File: src/rtl/alu_cmd_driver.sv
// Request FIFO plus a four-state issue sequencer for the registered 32-bit ALU.
// Optional statistics outputs (op_count, fifo_level) are built when ALU_CMD_DRIVER_STATS_EN is defined.
module alu_cmd_driver #(
   parameter int WIDTH      = 32,
   parameter int FIFO_DEPTH = 4
) (
   input  logic                          clk,
   input  logic                          rst_n,
   input  logic                          req_valid,
   output logic                          req_ready,
   input  logic [WIDTH-1:0]              req_a,
   input  logic [WIDTH-1:0]              req_b,
   input  logic [1:0]                    req_op,
   output logic                          rsp_valid,
   input  logic                          rsp_ready,
   output logic [WIDTH-1:0]              rsp_data,
   output logic [WIDTH-1:0]              alu_a,
   output logic [WIDTH-1:0]              alu_b,
   output logic [1:0]                    alu_op,
   output logic                          alu_en,
   input  logic [WIDTH-1:0]              alu_result
`ifdef ALU_CMD_DRIVER_STATS_EN
   ,
   output logic [31:0]                   op_count,
   output logic [$clog2(FIFO_DEPTH):0]   fifo_level
`endif
);

   localparam int PW = $clog2(FIFO_DEPTH);
   localparam int CW = PW + 1;

   typedef struct packed {
      logic [WIDTH-1:0] a;
      logic [WIDTH-1:0] b;
      logic [1:0]       op;
   } req_t;

   typedef enum logic [1:0] {IDLE, ISSUE, WAIT, RESP} state_t;

   req_t             mem_q [FIFO_DEPTH];
   logic [PW-1:0]    wr_ptr_q, rd_ptr_q;
   logic [CW-1:0]    count_q, count_d;
   state_t           state_q;
   logic             rsp_valid_q, alu_en_q;
   logic [WIDTH-1:0] rsp_data_q, alu_a_q, alu_b_q;
   logic [1:0]       alu_op_q;
   logic             push, pop, empty;
   req_t             head;

   assign req_ready = (count_q != CW'(FIFO_DEPTH));
   assign empty     = (count_q == '0);
   assign push      = req_valid && req_ready;
   assign pop       = (state_q == ISSUE);
   assign head      = mem_q[rd_ptr_q];

   always_comb begin
      count_d = count_q;
      unique case ({push, pop})
         2'b10:   count_d = count_q + CW'(1);
         2'b01:   count_d = count_q - CW'(1);
         default: count_d = count_q;
      endcase
   end

   // Storage carries no reset; only entries below count_q are ever read.
   always_ff @(posedge clk) begin
      if (push) mem_q[wr_ptr_q] <= '{a: req_a, b: req_b, op: req_op};
   end

   always_ff @(posedge clk or negedge rst_n) begin
      if (!rst_n) begin
         wr_ptr_q <= '0;
         rd_ptr_q <= '0;
         count_q  <= '0;
      end else begin
         if (push) wr_ptr_q <= wr_ptr_q + PW'(1);
         if (pop)  rd_ptr_q <= rd_ptr_q + PW'(1);
         count_q <= count_d;
      end
   end

   always_ff @(posedge clk or negedge rst_n) begin
      if (!rst_n) begin
         state_q     <= IDLE;
         rsp_valid_q <= 1'b0;
         rsp_data_q  <= '0;
         alu_en_q    <= 1'b0;
         alu_a_q     <= '0;
         alu_b_q     <= '0;
         alu_op_q    <= '0;
      end else begin
         alu_en_q <= 1'b0;
         unique case (state_q)
            IDLE: begin
               if (!empty) begin
                  alu_a_q  <= head.a;
                  alu_b_q  <= head.b;
                  alu_op_q <= head.op;
                  alu_en_q <= 1'b1;
                  state_q  <= ISSUE;
               end
            end
            ISSUE: state_q <= WAIT;
            // alu_result is only trusted here, one cycle after the enable pulse.
            WAIT: begin
               rsp_data_q  <= alu_result;
               rsp_valid_q <= 1'b1;
               state_q     <= RESP;
            end
            RESP: begin
               if (rsp_ready) begin
                  rsp_valid_q <= 1'b0;
                  if (!empty) begin
                     alu_a_q  <= head.a;
                     alu_b_q  <= head.b;
                     alu_op_q <= head.op;
                     alu_en_q <= 1'b1;
                     state_q  <= ISSUE;
                  end else begin
                     state_q  <= IDLE;
                  end
               end
            end
            default: state_q <= IDLE;
         endcase
      end
   end

   assign rsp_valid = rsp_valid_q;
   assign rsp_data  = rsp_data_q;
   assign alu_en    = alu_en_q;
   assign alu_a     = alu_a_q;
   assign alu_b     = alu_b_q;
   assign alu_op    = alu_op_q;

`ifdef ALU_CMD_DRIVER_STATS_EN
   logic [31:0] op_count_q;

   always_ff @(posedge clk or negedge rst_n) begin
      if (!rst_n)                        op_count_q <= '0;
      else if (rsp_valid_q && rsp_ready) op_count_q <= op_count_q + 32'd1;
   end

   assign op_count   = op_count_q;
   assign fifo_level = count_q;
`endif

endmodule

File: config.mk
export PLATFORM = sky130hd
export DESIGN_NAME = alu_cmd_driver
export DESIGN_NICKNAME = d
export VERILOG_FILES = /design/src/rtl/alu_cmd_driver.sv
export SDC_FILE = /design/constraint.sdc
export NUM_CORES = 1
export LEC_CHECK = 0
export CORE_MARGIN = 10
export CORE_UTILIZATION = 30
export CTS_CLUSTER_DIAMETER = 200
export DETAILED_ROUTE_END_ITERATION = 6
export SLEW_MARGIN = 20
export SYNTH_ARGS = -nofsm -noshare
export SYNTH_HDL_FRONTEND = slang
export SYNTH_SLANG_ARGS = --single-unit
File: constraint.sdc
create_clock -name clk -period 3.3 [get_ports clk]
set_clock_uncertainty 0.05 [all_clocks]
set_input_delay 0.825 -clock clk [delete_from_list [all_inputs] [get_ports clk]]
set_output_delay 0.825 -clock clk [all_outputs]
set_load 0.01 [all_outputs]
==> tab_implementation.tex <==
\begin{tabular}{lr}
\hline
Metric & Value \\
\hline
\multicolumn{2}{l}{\textbf{Run status}} \\
\quad Status & finished, final reports clean \\
\multicolumn{2}{l}{\textbf{Setup path}} \\
\quad End of the worst register-to-register path & count\_q[2] \\
\quad CP Buf/Inv Count & 1 \\
\quad Top Family by Delay on Critical Path & buffers and inverters \\
\quad Peak per-stage delay on the critical path & 0.55 ns \\
\quad Cell depth of the worst flop-to-flop path & 9 \\
\quad Worst path cell trace & or3b\_1, clkdlybuf4s50\_1 \\
\quad CP max-delay cell & sky130\_fd\_sc\_hd\_\_clkdlybuf4s50\_1 \\
\quad Max FO, Critical Path & 6 \\
\quad Worst r2r src & count\_q[1] \\
\quad Category of the worst setup path launch point & flop \\
\quad Critical Path Sink Type & primary output \\
\quad Internal reg-to-reg setup slack & 0.90 ns \\
\quad Worst endpoint required time & 2.42 ns \\
\quad Critical setup path kind & flop to primary output \\
\quad Crit path DAT & 2.04 ns \\
\multicolumn{2}{l}{\textbf{Global routing}} \\
\quad Via count of the first global-routing pass & 7,251 \\
\quad Initial antenna violation count & 2 \\
\quad Total global routing track utilization & 0.108 \\
\quad Wire length of the first global-routing pass & 46.0 mm \\
\quad Sum of overflow across all layers after global routing & 0 \\
\quad Pin count of the biggest net entering global routing & between 100 and 150 \\
\multicolumn{2}{l}{\textbf{Drt}} \\
\quad Number of search-and-repair iterations in the first detailed-routing pass & 4 \\
\quad DRC & 0 \\
\quad Detailed Route Iter0 Violations & 468 \\
\quad Count of vias placed by the detailed router & 6,628 \\
\quad Detailed-route vias per instance & 4.46 \\
\quad Average routed wire per standard cell & 20.3 um \\
\quad Detail Route Antenna Nets & 0 \\
\quad Final wirelength & between 30 and 40 mm \\
\multicolumn{2}{l}{\textbf{Clock tree}} \\
\quad Clk Latency, worst-skew pair & 0.55 ns \\
\quad Number of sinks on the clock net & 373 \\
\quad Depth of the CTS H-tree & 2 \\
\quad Gates resized, CTS repair & 0 \\
\quad Count of hold-fix buffers inserted at cts & 0 \\
\quad Clock root cell & sky130\_fd\_sc\_hd\_\_clkbuf\_16 \\
\quad Post-CTS clock slew at the launch and capture registers of the worst setup and hold paths & 0.06 ns \\
\quad Number of buffers created by CTS & 42 \\
\quad Buffers inserted during post-CTS setup optimization & 0 \\
\quad CTS tree & built \\
\quad Maximum root-to-sink buffer count & 3 \\
\multicolumn{2}{l}{\textbf{Pwr}} \\
\quad Power share of the clock group & 0.253 \\
\quad Sw power & $\sim$5 mW \\
\quad Internal cell power & 12.4 mW \\
\quad Standby leakage power & between 6 and 7 nW \\
\quad VDD IR-drop max & 0.466 mV \\
\quad Combinational Power Share & 0.333 \\
\quad Flop pwr share & 0.414 \\
\quad Switching power share of the total & 0.285 \\
\quad Final Total Pwr & 17.3 mW \\
\quad Power density cells & around 960 mW/mm\^{}2 \\
\multicolumn{2}{l}{\textbf{Final layout}} \\
\quad Net count reported at finish & 964 \\
\quad Highest-count cells in the layout ignoring fill and taps & sky130\_fd\_sc\_hd\_\_edfxtp\_1, sky130\_fd\_sc\_hd\_\_clkdlybuf4s50\_1, sky130\_fd\_sc\_hd\_\_dfrtp\_1 \\
\quad Layout-stage area growth over the synthesis result & 30.1\% \\
\quad Fraction of layout cells with a size suffix above 1 & 0.287 \\
\quad Number of filler cells placed in the layout & around 4,100 \\
\quad Most common library cell in the layout ignoring fill and taps & sky130\_fd\_sc\_hd\_\_edfxtp\_1 \\
\quad Area of the multi-input gates & between 0.003 and 0.004 sq mm \\
\quad Antenna cells & 0 \\
\quad Sequential Area & 0.0107 sq mm \\
\multicolumn{2}{l}{\textbf{Die}} \\
\quad Number of placement rows & 78 \\
\quad Overall die width & 235 um \\
\quad Top-level I/O count & between 200 and 250 \\
\quad Starting utilization of the core area & 0.305 \\
\quad Full die area & around 0.055 sq mm \\
\quad Die H & approximately 240 um \\
\quad Core area & 0.0456 sq mm \\
\multicolumn{2}{l}{\textbf{Timing}} \\
\quad Number of hold violations in the final report & 0 \\
\quad Worst rel slew slack & 0.505 \\
\quad Max Transition Viols Final & 0 \\
\quad Share of the cycle needed by the critical path after routing & 0.883 \\
\quad Tmin final & 2.91 ns \\
\quad Final setup violation count & 0 \\
\quad Maximum frequency from static timing analysis & 0.343 GHz \\
\quad RSZ-0062 raised after global routing & false \\
\quad Minimum hold slack & about 0.28 ns \\
\quad Setup Total Neg Slack & 0 ns \\
\quad Worst Tran Pin Value & 0.743 ns \\
\multicolumn{2}{l}{\textbf{Yosys}} \\
\quad Syn Area/Cell & 22.6 sq um \\
\quad Netlist cell types & 32 \\
\quad Post-Synthesis Cell Area & 0.0139 sq mm \\
\quad Sequential area share after synthesis & 0.767 \\
\quad Synth async-reset ratio & 0.292 \\
\quad Post-synthesis net count & about 730 \\
\quad Number of enable flip-flop cells after synthesis & between 200 and 300 \\
\quad Instance count of the mapped netlist & 615 \\
\quad Top FF cell, synth & sky130\_fd\_sc\_hd\_\_edfxtp\_1 \\
\quad Synthesis-stage register bit count & 373 \\
\quad Number of synthesis warnings & 0 \\
\multicolumn{2}{l}{\textbf{Placed design}} \\
\quad Final estimated routing congestion in global placement & 0.673 \\
\quad Number of input and output port buffers inserted & 202 \\
\quad DP Wirelength & 18.3 mm \\
\multicolumn{2}{l}{\textbf{Min path}} \\
\quad Type of the worst min-delay path & input pin to async pin \\
\multicolumn{2}{l}{\textbf{Flow run}} \\
\quad Max-cap violations & 0 \\
\hline
\end{tabular}
state kept, by name, summed over array words and instances, names as in the netlist:
register / cells
alu_a: 32
alu_b: 32
count_q: 3
rd_ptr_q: 2
alu_en: 1
state_q: 2
mem_q: 264
rsp_data: 32
rsp_valid: 1
alu_op: 2
wr_ptr_q: 2
power groups by stage:
stage	clock [mW]	combinational [mW]	sequential, mW
4_1_cts	4.55	5.96	7.24
2_1_floorplan	0	3.32	7.33
6_report	4.39	5.77	7.19
3_5_place_dp	0	5.94	7.32
3_3_place_gp	0	5.89	7.27
5_1_grt	4.75	6.23	7.36
final cells by class:
class                           count  share of cell area
Tap cell                          600              0.0416
Sequential cell                   373               0.591
Inverter                            9             0.00187
Multi-Input combinational cell    207               0.169
Clock inverter                     19             0.00596
Clock buffer                       59              0.0664
Timing Repair Buffer              218               0.125
worst max-delay path by stage:
stage,to,cells past startpoint,from,slack [ns]
floorplan,mem_q[2][0],1,req_valid,0.39
global placement,count_q[2],9,req_valid,0.54
detailed placement,count_q[2],9,req_valid,0.54
CTS,req_ready,2,count_q[1],0.34
global route,req_ready,2,count_q[1],0.33
finish,req_ready,2,count_q[1],0.39
Yosys cell counts (2+ instances only):
master,count,area (sq um)
sky130_fd_sc_hd__dfrtp_1,109,2730
sky130_fd_sc_hd__clkbuf_1,6,22.5
sky130_fd_sc_hd__and3_1,4,25.0
sky130_fd_sc_hd__mux4_2,66,1490
sky130_fd_sc_hd__buf_1,4,15.0
sky130_fd_sc_hd__xor2_1,3,26.3
sky130_fd_sc_hd__edfxtp_1,264,7930
sky130_fd_sc_hd__buf_4,3,22.5
sky130_fd_sc_hd__nor3_1,2,10.0
sky130_fd_sc_hd__mux2_4,18,270
sky130_fd_sc_hd__inv_1,9,33.8
sky130_fd_sc_hd__ha_1,10,125
sky130_fd_sc_hd__buf_2,9,45.0
sky130_fd_sc_hd__nand2_1,2,7.51
sky130_fd_sc_hd__buf_12,2,40.0
sky130_fd_sc_hd__mux2_2,82,923
sky130_fd_sc_hd__xnor2_1,3,26.3
sky130_fd_sc_hd__nor2_1,4,15.0
sky130_fd_sc_hd__a21oi_1,2,10.0
worst register-to-register path: stages (launching register included):
cell and delay, ns:
sky130_fd_sc_hd__dfrtp_1 0.44, sky130_fd_sc_hd__or3b_1 0.51, sky130_fd_sc_hd__and2_1 0.24, sky130_fd_sc_hd__inv_1 0.07, sky130_fd_sc_hd__ha_1 0.17, sky130_fd_sc_hd__inv_1 0.06, sky130_fd_sc_hd__fa_1 0.37, sky130_fd_sc_hd__xor2_1 0.17
sky130_fd_sc_hd__nor2_1 0.11, sky130_fd_sc_hd__xor2_1 0.15
routing by layer:
layer  up-vias  share of wire  wire (um)  GRT usage
met1      3464           0.42      12600      0.129
met3        49          0.062       1890     0.0343
met5         -         0.0011         32          0
met4         4          0.024        725     0.0419
met2       162           0.50      15000      0.177
li1       2949              -          -          -
metrics by stage:
step | cells | utilization | cell area, sq um | worst slack, ns
2_1_floorplan | 615 | - | 13900 | 0.394
3_3_place_gp | 1407 | 0.368 | 16700 | 0.539
3_5_place_dp | 1407 | 0.368 | 16700 | 0.542
4_1_cts | 1485 | 0.396 | 18100 | 0.343
5_1_grt | 1485 | 0.396 | 18100 | 0.329
6_report | 1485 | 0.396 | 18100 | 0.386
cell families after synthesis:
family | synth area share
compound gates | 0.00333
xor+xnor | 0.00379
fa+ha+maj | 0.0105
buf+inv | 0.0148
flops | 0.767
mux | 0.194
simple gates | 0.00640
No activity file was read; power rests on OpenSTA's default activity.
